--- config.mk ---
export PLATFORM = sky130hd
export DESIGN_NAME = lower_rr_arbiter
export DESIGN_NICKNAME = d
export VERILOG_FILES = /design/src/rtl/lower_arb_pkg.sv /design/src/rtl/lower_rr_pick.sv /design/src/rtl/lower_rr_arbiter.sv
export SDC_FILE = /design/constraint.sdc
export NUM_CORES = 1
export LEC_CHECK = 0
export CORE_MARGIN = 5
export CORE_UTILIZATION = 25
export DETAILED_ROUTE_END_ITERATION = 12
export PLACE_DENSITY = 0.48
export SLEW_MARGIN = 20
export SYNTH_ARGS = -nofsm -noshare
export SYNTH_HDL_FRONTEND = slang
export SYNTH_SLANG_ARGS = --single-unit
--- constraint.sdc ---
create_clock -name clk -period 3.4 [get_ports clk]
set_input_delay 0.34 -clock clk [delete_from_list [all_inputs] [get_ports clk]]
set_output_delay 0.34 -clock clk [all_outputs]
set_load 0.05 [all_outputs]
--- src/rtl/lower_arb_pkg.sv ---
// lower_arb_pkg: shared types and defaults for the lower-port round-robin arbiter
package lower_arb_pkg;
  typedef enum logic [1:0] {IDLE, OWN, GAP} state_e;
  localparam int DEF_NREQ = 4;
  localparam int DEF_MAX_HOLD = 8;
  function automatic int idx_w(input int n);
    return (n > 2) ? $clog2(n) : 1;
  endfunction
endpackage

--- src/rtl/lower_rr_pick.sv ---
// lower_rr_pick: combinational rotating-priority picker, first request at or after ptr
module lower_rr_pick
  import lower_arb_pkg::*;
#(
  parameter int NREQ = DEF_NREQ,
  parameter int IW = idx_w(DEF_NREQ)
) (
  input  logic [NREQ-1:0] req,
  input  logic [IW-1:0]   ptr,
  output logic [NREQ-1:0] oh,
  output logic [IW-1:0]   idx,
  output logic            any
);
  // scan from ptr upward with wraparound, keep the first hit
  always_comb begin
    int j;
    oh = '0;
    idx = '0;
    any = 1'b0;
    j = 0;
    for (int i = 0; i < NREQ; i++) begin
      j = int'(ptr) + i;
      j = (j >= NREQ) ? j - NREQ : j;
      if (!any && req[j]) begin
        any = 1'b1;
        oh[j] = 1'b1;
        idx = IW'(j);
      end
    end
  end
endmodule

--- src/rtl/lower_rr_arbiter.sv ---
// lower_rr_arbiter: round-robin owner of the shared lower port with hold limit; lock port with LOWER_ARB_LOCK_EN
module lower_rr_arbiter
  import lower_arb_pkg::*;
#(
  parameter int NREQ = DEF_NREQ,
  parameter int MAX_HOLD = DEF_MAX_HOLD
) (
  input  logic            clk,
  input  logic            reset,
  input  logic [NREQ-1:0] req,
  input  logic [NREQ-1:0] req_ina,
  input  logic [NREQ-1:0] req_inb,
`ifdef LOWER_ARB_LOCK_EN
  input  logic [NREQ-1:0] lock,
`endif
  output logic [NREQ-1:0] gnt,
  output logic            busy,
  output logic            lower_ina,
  output logic            lower_inb,
  input  logic            lower_out,
  output logic            rsp_out
);
  localparam int IW = idx_w(NREQ);
  localparam int HW = $clog2(MAX_HOLD + 1);
  state_e state, state_nx;
  logic [IW-1:0] ptr, own, pick_idx;
  logic [HW-1:0] hold_cnt;
  logic [NREQ-1:0] pick_oh;
  logic pick_any, others, release_c, preempt, no_lock;
  lower_rr_pick #(.NREQ(NREQ), .IW(IW)) u_pick (
    .req(req),
    .ptr(ptr),
    .oh(pick_oh),
    .idx(pick_idx),
    .any(pick_any)
  );
`ifdef LOWER_ARB_LOCK_EN
  assign no_lock = !lock[own];
`else
  assign no_lock = 1'b1;
`endif
  // ownership end conditions and next state; release and preempt share the same exit
  always_comb begin
    others = |(req & ~gnt);
    release_c = !req[own];
    preempt = (hold_cnt == HW'(MAX_HOLD)) && others && no_lock;
    state_nx = (state == IDLE) ? (pick_any ? OWN : IDLE) :
               (state == OWN) ? ((release_c || preempt) ? GAP : OWN) : IDLE;
  end
  // state, grant, rotation pointer and saturating hold counter
  always_ff @(posedge clk) begin
    if (reset) begin
      state <= IDLE;
      gnt <= '0;
      ptr <= '0;
      own <= '0;
      hold_cnt <= '0;
    end else begin
      state <= state_nx;
      if (state == IDLE && pick_any) begin
        gnt <= pick_oh;
        own <= pick_idx;
        ptr <= (pick_idx == IW'(NREQ - 1)) ? '0 : pick_idx + 1'b1;
        hold_cnt <= '0;
      end else if (state == OWN) begin
        gnt <= (release_c || preempt) ? '0 : gnt;
        hold_cnt <= !others ? '0 : (hold_cnt == HW'(MAX_HOLD)) ? hold_cnt : hold_cnt + 1'b1;
      end else begin
        gnt <= '0;
      end
    end
  end
  assign busy = |gnt;
  assign lower_ina = busy & req_ina[own];
  assign lower_inb = busy & req_inb[own];
  assign rsp_out = lower_out;
endmodule

==> summary.md, run 1 <==
| Metric | Value |
|---|---|
| Final number of hold-violating endpoints | `0` |
| Number of synthesized flops with an enable pin | `0` |
| Initial antenna violation count | `0` |
| Critical path data arrival time | `~2.9 ns` |
| First-pass GRT wire length | `between 5000 and 6000 um` |
| Yosys top cell by area | `dfxtp_1` |
| Delay-heaviest family, CP | `compound AO/OA/AOI/OAI gates` |
| Final Cycle Share | `0.801` |
| WP buf/inv | `1` |
| Worst hold margin | `0.521 ns` |
| Die area | `6910 um^2` |
| Net switching power | `540 uW` |
| Mapped Cells | `152` |
| Clk_skew | `0.00203 ns` |
| Clock power frac | `0.139` |
| Fin crit period | `around 2.7 ns` |
| Starting Density | `0.260` |
| Ys async rst share | `0` |
| Most frequent cells in the layout | `clkdlybuf4s50_1, nor2_1, dfxtp_1, mux2i_1, o21ai_0` |
| Die height | `approximately 83 um` |
| Switching share of power | `0.476` |
| Post CTS Setup Buffer Count | `0` |
| Reg2reg start | `ptr[0]` |
| Final net count | `about 190` |
| Kind of critical path | `reg -> reg` |
| Comb pwr share | `0.625` |
| Clock Tree Buf Depth | `2` |
| Vias in the first global route | `between 1,000 and 1,500` |
| Antenna fix cells | `0` |
| Port buffer count | `20` |
| Most numerous cell on the critical path | `ha_1` |
| Netlist cell types | `50` |
| Synthesis-to-finish area growth | `21.8%` |
| Outcome | `finished clean` |
| Required time worst endpoint | `between 3 and 4 ns` |
| Clk pin slew, worst setup/hold paths | `0.06 ns` |
| Critical path's largest stage delay | `roughly 0.63 ns` |
| RSZ-0062 raised after global routing | `false` |
| Worst Setup SP | `ptr[0]` |
| Core Rows | `26` |
| Seq/Total Area, Yosys | `0.210` |
| Worst min-delay path category | `reg -> reg` |
| Seq pwr share | `0.236` |
| Post-CTS resize count | `0` |
| Crit path launch type | `flip-flop` |
| Vias per inst | `roughly 5.0` |
| Fraction of layout cells with a size suffix above 1 | `0.130` |
| WL per Instance | `13.3 um` |
| Ys Warns | `0` |
| Slowest CP cell | `dfxtp_1` |
| Vias | `1,205` |
| Setup TNS | `0 ns` |
| Final Wtd Congestion | `roughly 0.79` |
| H-tree depth | `1` |
| Critical path cell sequence | `clkinv_1, ha_1, nor3b_1, a32o_1, a21oi_2, a21oi_1, ha_1, nand2b_1, a221oi_1` |
| GRT overflow | `0` |
| Top-Level Pins | `23` |
| DR DRC count | `0` |
| P_int | `between 500 and 600 uW` |
| Crit end category | `flip-flop` |
| Post-Syn Area | `about 1300 um^2` |
| Hold Buf Count CTS | `0` |
| Peak VDD IR | `roughly 0.00026 V` |
| CP Max Fanout | `15` |
| Pre-Repair DR Iteration Count | `4` |
| Worst-margin pin slew | `approximately 0.58 ns` |
| Syn Area/Cell | `slightly below 9 um^2` |
| Gr usage total | `0.0929` |
| Synth top area share | `0.210` |
| Endpoints failing setup | `0` |
| Slew headroom | `0.615` |
| DR iter-0 viols | `around 50` |
| Max-cap violations | `0` |
| Drt total wl | `3190 um` |
| Worst-Skew Late Latency | `roughly 0.24 ns` |
| Most common cell after layout, fill and taps aside | `clkdlybuf4s50_1` |
| Final Max Tran Viols | `0` |
| CTS Buf Count | `3` |
| Synth top area cells | `dfxtp_1, ha_1, mux2i_1, nor2_1, mux4_2` |
| CTS Sinks | `14` |
| Most used DFF post-synth | `dfxtp_1` |
| Post-DP HPWL | `2500 um` |
| DRT antenna net count | `0` |
| CTS root buf | `clkbuf_8` |
| Hold path startpoint | `hold_cnt[3]` |
| #FFs+latches synth | `14` |
| CTS tree | `yes` |
| Pwr Density | `between 600 and 700 nW/um^2` |
| Fmax | `about 0.37 GHz` |
| Die Span X | `around 83 um` |
| Leakage | `between 0.0005 and 0.0006 uW` |
| Synthesized net count | `between 150 and 200` |
| Largest net degree at the start of global routing | `17` |
| Core Area | `about 5100 um^2` |
layer usage:
layer  track usage  part of all wire
met5             0                 0
met4        0.0401             0.011
met3        0.0119             0.048
met2         0.151              0.45
met1         0.123              0.49
sequential cells by signal (all words and copies together) (netlist names):
name / flops
gnt: 4
hold_cnt: 4
own: 2
ptr: 2
state: 2
logic make-up after synthesis:
kind of cell             count (synthesis)  share of synthesized area
adder cells (fa/ha/maj)                  7                     0.0655
flip-flops                              14                      0.210
buffers and inverters                   18                     0.0777
multiplexers                            15                      0.154
AND/OR/NAND/NOR                         58                      0.249
AO/OA/AOI/OAI                           40                      0.243
worst reg2reg max path, cell delays in order (launching register included):
cell and delay, ns:
dfxtp_1 0.63, clkinv_1 0.17, ha_1 0.47, nor3b_1 0.22
a32o_1 0.30, a21oi_2 0.14, a21oi_1 0.09, ha_1 0.20
nand2b_1 0.13, a221oi_1 0.28
through the flow:
step,setup slack (ns),total power (uW),util,area (um^2),instances
after floorplan,0.991,804,-,1340,152
after global placement,0.768,975,0.306,1570,235
after detailed placement,0.695,981,0.306,1570,235
after CTS,0.675,1140,0.317,1630,239
after global routing,0.339,1220,0.317,1630,239
final,0.675,1140,0.317,1630,239
area by class of cell:
| class | instances | area [um^2] |
|---|---|---|
| fill | 549 | 3510 |
| multi-input combinational | 120 | 952 |
| sequential | 14 | 280 |
| timing repair buffer | 23 | 223 |
| tap | 70 | 87.6 |
| clock buffer | 4 | 55.1 |
| inverter | 8 | 30.0 |
synthesized netlist by cell type (all sizes together), types with 2 or more instances:
library cell / n
nor2: 19
dfxtp: 14
mux2i: 10
buf: 9
o21ai: 8
ha: 7
inv: 7
nand2: 7
nand2b: 7
nor3: 7
nor2b: 5
a21oi: 4
a221o: 4
a311oi: 4
o2111ai: 4
mux4: 3
nor3b: 3
o31ai: 3
a211oi: 2
and2b: 2
mux2: 2
nor4: 2
o22ai: 2
o311ai: 2
or3: 2
worst paths after layout:
path	endpoint	slack (ns)	depth (start not counted)
setup / recovery	ptr[0]	0.68	9
hold / removal	hold_cnt[3]	0.52	2
setup reg to reg	ptr[0]	0.68	9
hold reg to reg	hold_cnt[3]	0.52	2
power by group through the flow:
stage / clock [uW] / sequential, uW / combinational [uW]
finish: 158 / 268 / 709
global route: 172 / 277 / 773
CTS: 163 / 268 / 712
detailed placement: 0 / 272 / 709
global placement: 0 / 271 / 704
floorplan: 0 / 294 / 510
(Power assumes the default switching activity.)
==> inputs of run 2 (changes only) <==
Clock period 3.4 ns to 2.6 ns, I/O delays scaled along.
==> summary.md, run 2 (synthesis results as in run 1) <==
| Metric | Value |
|---|---|
| Hold Buf Count CTS | `0 (unchanged)` |
| Outcome | `finished clean` |
| Comb pwr share | `0.655 (+0.030)` |
| Worst-margin pin slew | `0.513 ns (-0.0620 ns)` |
| DR DRC count | `0 (unchanged)` |
| Fillers | `561 (+2.2%)` |
| Clk_skew | `0.00450 ns (+0.00248 ns)` |
| Drt total wl | `3370 um (+5.6%)` |
| Hold path startpoint | `hold_cnt[3]` |
| Max-cap violations | `0 (unchanged)` |
| Starting Density | `0.260 (unchanged)` |
| CTS Sinks | `14 (unchanged)` |
| Required time worst endpoint | `2.75 ns (-0.79 ns)` |
| Slew headroom | `0.657 (+0.0415)` |
| CTS root buf | `clkbuf_8` |
| Most common cell after layout, fill and taps aside | `clkdlybuf4s50_1` |
| Endpoints failing setup | `0 (unchanged)` |
| Clock Tree Buf Depth | `2 (unchanged)` |
| Die height | `83.1 um (unchanged)` |
| Cells after DPL | `243 (+3.4%)` |
| Die area | `6910 um^2 (unchanged)` |
| Post CTS Setup Buffer Count | `0 (unchanged)` |
| Final Wtd Congestion | `0.802 (+1.5%)` |
| GRT overflow | `0 (unchanged)` |
| WL per Instance | `13.6 um (+2.2%)` |
| Die Span X | `83.1 um (unchanged)` |
| Worst hold margin | `0.506 ns (-0.0149 ns)` |
| Crit path launch type | `flip-flop` |
| Hold path depth | `2 (unchanged)` |
| Port buffer count | `20 (unchanged)` |
| Post-Layout Cell Count | `247 (+3.3%)` |
| P_int | `805 uW (+35%)` |
| CTS Buf Count | `3 (unchanged)` |
| Register area | `280 um^2 (unchanged)` |
| Post-DP HPWL | `2720 um (+8.6%)` |
| Worst-Skew Late Latency | `0.24 ns (about the same)` |
| H-tree depth | `1 (unchanged)` |
| Initial antenna violation count | `0 (unchanged)` |
| Setup TNS | `0 ns (unchanged)` |
| Synthesis-to-finish area growth | `27.2%` |
| DRT antenna net count | `0 (unchanged)` |
| Crit end category | `flip-flop` |
| Vias | `1,226 (+1.7%)` |
| Clock power frac | `0.140 (about the same)` |
| Core Area | `5140 um^2 (unchanged)` |
| Reg2reg start | `ptr[0]` |
| Final Max Tran Viols | `0 (unchanged)` |
| Seq pwr share | `0.205 (-0.031)` |
| Top Registers | `gnt: 4 flops, hold_cnt: 4 flops` |
| Leakage | `0.000597 uW (+7.9%)` |
| Pwr Density | `899 nW/um^2 (+29%)` |
| Vias per inst | `4.96 (-1.6%)` |
| Fin crit period | `2.39 ns (-0.339 ns)` |
| Clk pin slew, worst setup/hold paths | `0.06 ns (about the same)` |
| Final Cycle Share | `0.917 (+0.116)` |
| Net switching power | `723 uW (+34%)` |
| Pre-Repair DR Iteration Count | `4 (unchanged)` |
| CP Max Fanout | `10 (-5)` |
| Post-CTS resize count | `0 (unchanged)` |
| Switching share of power | `0.473 (-0.00276)` |
| Worst min-delay path category | `reg -> reg` |
| Kind of critical path | `reg -> reg` |
| Core Rows | `26 (unchanged)` |
| Most frequent cells in the layout | `clkdlybuf4s50_1, nor2_1, dfxtp_1, buf_4` |
| Vias in the first global route | `1,236 (+11%)` |
| Final number of hold-violating endpoints | `0 (unchanged)` |
| Critical path data arrival time | `2.54 ns (-0.33 ns)` |
| Gr usage total | `0.0995 (+0.00658)` |
| Final net count | `200 (+4.2%)` |
| First-pass GRT wire length | `5910 um (+9.5%)` |
| CTS tree | `yes` |
| Largest net degree at the start of global routing | `16 (-1)` |
| Fraction of layout cells with a size suffix above 1 | `0.169 (+0.0393)` |
| Antenna fix cells | `0 (unchanged)` |
| DR iter-0 viols | `60 (+18%)` |
| Top-Level Pins | `23 (unchanged)` |
| Worst Setup SP | `ptr[0]` |
| Reg2reg path depth | `9 (unchanged)` |
| Final Power | `1530 uW (+35%)` |
| Multi-input logic area | `952 um^2 (unchanged)` |
| RSZ-0062 raised after global routing | `false` |
| Peak VDD IR | `0.000452 V (+75%)` |
| Fmax | `0.419 GHz (+14%)` |
-- run 2: cell types whose count changed in the layout (fill, tap and decap cells not counted) --
| cell | previous run | this run |
|---|---|---|
| buf_4 | 3 | 10 |
| buf_12 | 0 | 1 |
-- run 2: path summary, 6_finish.rpt --
check / slack [ns] / to
hold reg to reg: 0.51 / hold_cnt[3]
setup / recovery: 0.21 / ptr[0]
hold / removal: 0.51 / hold_cnt[3]
setup reg to reg: 0.21 / ptr[0]
-- run 2: stage by stage --
stage,setup slack (ns),utilization,area [um^2]
after detailed placement,0.159,0.320,1650
after CTS,0.200,0.331,1700
after floorplan,0.191,-,1340
final,0.215,0.331,1700
after global placement,0.218,0.320,1650
after global routing,0.0479,0.331,1700
-- run 2: metal layers --
metal | share of wire | vias to the layer above | track usage | wire (um)
li1 | - | 625 | - | -
met4 | 0.0083 | 0 | 0.0401 | 28
met3 | 0.036 | 2 | 0.0109 | 120
met1 | 0.49 | 571 | 0.124 | 1640
met2 | 0.47 | 28 | 0.173 | 1580
met5 | 0 | - | 0 | 0
-- run 2: critical path, cell delays in order, from the launching register on --
cell and delay, ns:
dfxtp_1 0.34, clkinv_1 0.08, ha_1 0.46, nor3b_1 0.22, a32o_1 0.30, a21oi_2 0.21
a21oi_1 0.10, ha_1 0.19, nand2b_1 0.13, a221oi_1 0.26
-- run 2: cell type report --
type	instances	share of cell area
repair buffers	31	0.174
clock buffers	4	0.0324
flip-flops and latches	14	0.165
multi-input cells	120	0.560
inverters	8	0.0177
well taps	70	0.0515
-- run 2: power by group through the flow --
stage                     Sequential [uW]  Combinational (uW)  Clock (uW)
after floorplan                       384                 667           0
after global placement                320                 992           0
after detailed placement              319                1000           0
after CTS                             314                1010         220
after global routing                  322                1090         228
final                                 314                1000         213
==> inputs of run 3 (changes only) <==
Settings changed: CORE_UTILIZATION 25 to 35, PLACE_DENSITY 0.48 to 0.61, SKIP_LAST_GASP set to 1, SYNTH_HIERARCHICAL set to 1.
==> summary.md, run 3 <==
| Metric | Value |
|---|---|
| Clk_skew | `0.00220 ns (-0.00231 ns)` |
| Worst min-delay path category | `reg -> reg` |
| Netlist cell types | `35 (-30%)` |
| Yosys top cell by area | `dfxtp_1` |
| Final net count | `181 (-9.5%)` |
| Post-Layout Cell Count | `200 (-19%)` |
| Required time worst endpoint | `2.76 ns (about the same)` |
| Fin crit period | `2.46 ns (+0.0735 ns)` |
| Hold path startpoint | `hold_cnt[3]` |
| GRT overflow | `0 (unchanged)` |
| Most common cell after layout, fill and taps aside | `clkdlybuf4s50_1` |
| Most instantiated cells after synthesis | `dfxtp_1, ha_1, a22oi_1, inv_1` |
| Port buffer count | `20 (unchanged)` |
| Critical path data arrival time | `2.62 ns (+0.08 ns)` |
| Clock Tree Buf Depth | `2 (unchanged)` |
| RSZ-0062 raised after global routing | `false` |
| Most frequent cells in the layout | `clkdlybuf4s50_1, dfxtp_1, buf_4, ha_1` |
| Reg2reg start | `ptr[1]` |
| Core Area | `3340 um^2 (-35%)` |
| Gr usage total | `0.126 (+0.0261)` |
| Seq pwr share | `0.214 (+0.009)` |
| Mapped Cells | `122 (-20%)` |
| Initial antenna violation count | `0 (unchanged)` |
| Die height | `68.8 um (-17%)` |
| Crit end category | `flip-flop` |
| Endpoints failing setup | `0 (unchanged)` |
| Crit path launch type | `flip-flop` |
| Post-CTS resize count | `0 (unchanged)` |
| Synth top area share | `0.231 (+0.0217)` |
| Reg-to-Reg End | `ptr[1]` |
| Outcome | `finished clean` |
| CTS Sinks | `14 (unchanged)` |
| CTS Buf Count | `3 (unchanged)` |
| Slowest CP cell | `mux4_2` |
| Top Registers | `gnt: 4 flops, hold_cnt: 4 flops` |
| Critical path cell sequence | `inv_1, ha_1, mux4_2, nor4b_4, nor2_1, a32o_1, ha_1, mux2i_1, nor2_1` |
| Antenna fix cells | `0 (unchanged)` |
| WP buf/inv | `1 (unchanged)` |
| Worst-Skew Late Latency | `0.28 ns (+0.04 ns)` |
| Worst hold margin | `0.515 ns (+0.00930 ns)` |
| DR DRC count | `0 (unchanged)` |
| Fmax | `0.407 GHz (-3.0%)` |
| Vias per inst | `5.34 (+7.5%)` |
| End of the worst hold path | `hold_cnt[3]` |
| Most used DFF post-synth | `dfxtp_1` |
| Clock power frac | `0.098 (-0.042)` |
| Final Power | `1570 uW (+2.4%)` |
| Critical path's largest stage delay | `0.44 ns (-0.02 ns)` |
| Worst-margin pin slew | `0.522 ns (+0.00885 ns)` |
| Final number of hold-violating endpoints | `0 (unchanged)` |
| Hold Buf Count CTS | `0 (unchanged)` |
| CTS tree | `yes` |
| DP Area | `1530 um^2 (-7.1%)` |
| Ys Warns | `6 (+6)` |
| Synth top area cells | `dfxtp_1, ha_1, mux4_1, a22oi_1, mux2i_1` |
| H-tree depth | `1 (unchanged)` |
| Clk pin slew, worst setup/hold paths | `0.08 ns (+0.02 ns)` |
| CTS root buf | `clkbuf_4` |
| Largest net degree at the start of global routing | `15 (-1)` |
| Cells after DPL | `196 (-19%)` |
| Die area | `4740 um^2 (-31%)` |
| Core Rows | `21 (-19%)` |
| CP Max Fanout | `10 (unchanged)` |
| DR iter-0 viols | `36 (-40%)` |
| WL per Instance | `13.4 um (-1.7%)` |
| Pre-Repair DR Iteration Count | `4 (unchanged)` |
| Synthesis-to-finish area growth | `29.3%` |
| DRT antenna net count | `0 (unchanged)` |
| Reg2reg path depth | `9 (unchanged)` |
| Register area | `282 um^2 (+0.45%)` |
| Pwr Density | `999 nW/um^2 (+11%)` |
| Starting Density | `0.363 (+0.103)` |
| Fillers | `324 (-42%)` |
| Slew headroom | `0.649 (-0.00804)` |
| Design Area, Final | `1570 um^2 (-7.9%)` |
| Die Span X | `68.8 um (-17%)` |
| First-pass GRT wire length | `4490 um (-24%)` |
| Switching share of power | `0.464 (-0.00941)` |
| Max-cap violations | `0 (unchanged)` |
| Top-Level Pins | `23 (unchanged)` |
| Most frequent cell after synthesis | `dfxtp_1` |
| Delay-heaviest family, CP | `adder cells` |
| Peak VDD IR | `0.000788 V (+74%)` |
| Kind of critical path | `reg -> reg` |
| Number of synthesized flops with an enable pin | `0 (unchanged)` |
| Final Wtd Congestion | `0.802 (about the same)` |
| Post-Syn Area | `1210 um^2 (-9.4%)` |
| Vias in the first global route | `1,021 (-17%)` |
| Vias | `1,067 (-13%)` |
| Seq/Total Area, Yosys | `0.231 (+0.0217)` |
| Multi-input logic area | `863 um^2 (-9.3%)` |
| Drt total wl | `2680 um (-20%)` |
| Net switching power | `726 uW (+0.41%)` |
| Fraction of layout cells with a size suffix above 1 | `0.182 (+0.0123)` |
| Ys async rst share | `0 (unchanged)` |
| Post CTS Setup Buffer Count | `0 (unchanged)` |
| Post-DP HPWL | `2170 um (-20%)` |
| #FFs+latches synth | `14 (unchanged)` |
| P_int | `840 uW (+4.3%)` |
| Worst reg-to-reg setup slack | `0.14 ns (-0.07 ns)` |
| Leakage | `0.000608 uW (+1.8%)` |
| Synthesized net count | `148 (-15%)` |
| Final Cycle Share | `0.946 (+0.0283)` |
| Hold path depth | `2 (unchanged)` |
| Comb pwr share | `0.688 (+0.033)` |
| Final Max Tran Viols | `0 (unchanged)` |
| Syn Area/Cell | `9.93 um^2 (+13%)` |
[run 3: cell types whose count changed in the layout (fill, tap and decap cells not counted), sizes merged, moves of 4 or more]
cell     delta
nor2       -12
a22oi       +7
mux2i       -5
a221o       -4
a22o        +4
a311oi      -4
ha          +4
mux4        +4
nor3        -4
o2111ai     -4
[run 3: cell families after synthesis]
| kind of cell | synth area share |
|---|---|
| flops | 0.231 |
| mux | 0.206 |
| fa+ha+maj | 0.114 |
| buf+inv | 0.0558 |
| simple gates | 0.222 |
| compound gates | 0.171 |
[run 3: final cells by class]
cell class / instances / share of cell area
Timing Repair Buffer: 33 / 0.190
Inverter: 8 / 0.0192
Sequential cell: 14 / 0.180
Clock buffer: 4 / 0.0232
Tap cell: 46 / 0.0367
Multi-Input combinational cell: 95 / 0.551
[run 3: metrics by stage]
stage	utilization	worst slack, ns	setup TNS [ns]
after floorplan	-	0.00764	0
after global placement	0.458	0.0338	0
after detailed placement	0.458	-0.0384	-0.0384
after CTS	0.469	0.0458	0
after global routing	0.469	0.0182	0
final	0.469	0.141	0
[run 3: per-layer routing]
metal	vias to the layer above	track usage	routed length, um
met5	-	0	0
met4	0	0.00730	8
met1	501	0.149	1190
met2	28	0.222	1300
met3	2	0.0519	188
li1	536	-	-
[run 3: how the worst max path moves through the flow]
stage | start | endpoint | slack, ns | cells after the start
after detailed placement | req[1] | ptr[1] | -0.04 | 8
after global routing | ptr[1] | ptr[1] | 0.02 | 9
after CTS | ptr[1] | ptr[1] | 0.05 | 9
after global placement | req[2] | ptr[1] | 0.03 | 8
final | ptr[1] | ptr[1] | 0.14 | 9
after floorplan | ptr[0] | ptr[1] | 0.008 | 11
[run 3: power by group through the flow]
stage / clock network (uW) / registers, uW / logic, uW
after detailed placement: 0 / 339 / 1070
after global routing: 174 / 345 / 1170
final: 154 / 334 / 1080
after global placement: 0 / 338 / 1050
after CTS: 161 / 334 / 1080
after floorplan: 0 / 395 / 733
[run 3: worst min-delay path: stages, from the launching register on]
cell and delay (ns):
dfxtp_1 0.34, nand2_1 0.06, a31oi_1 0.07
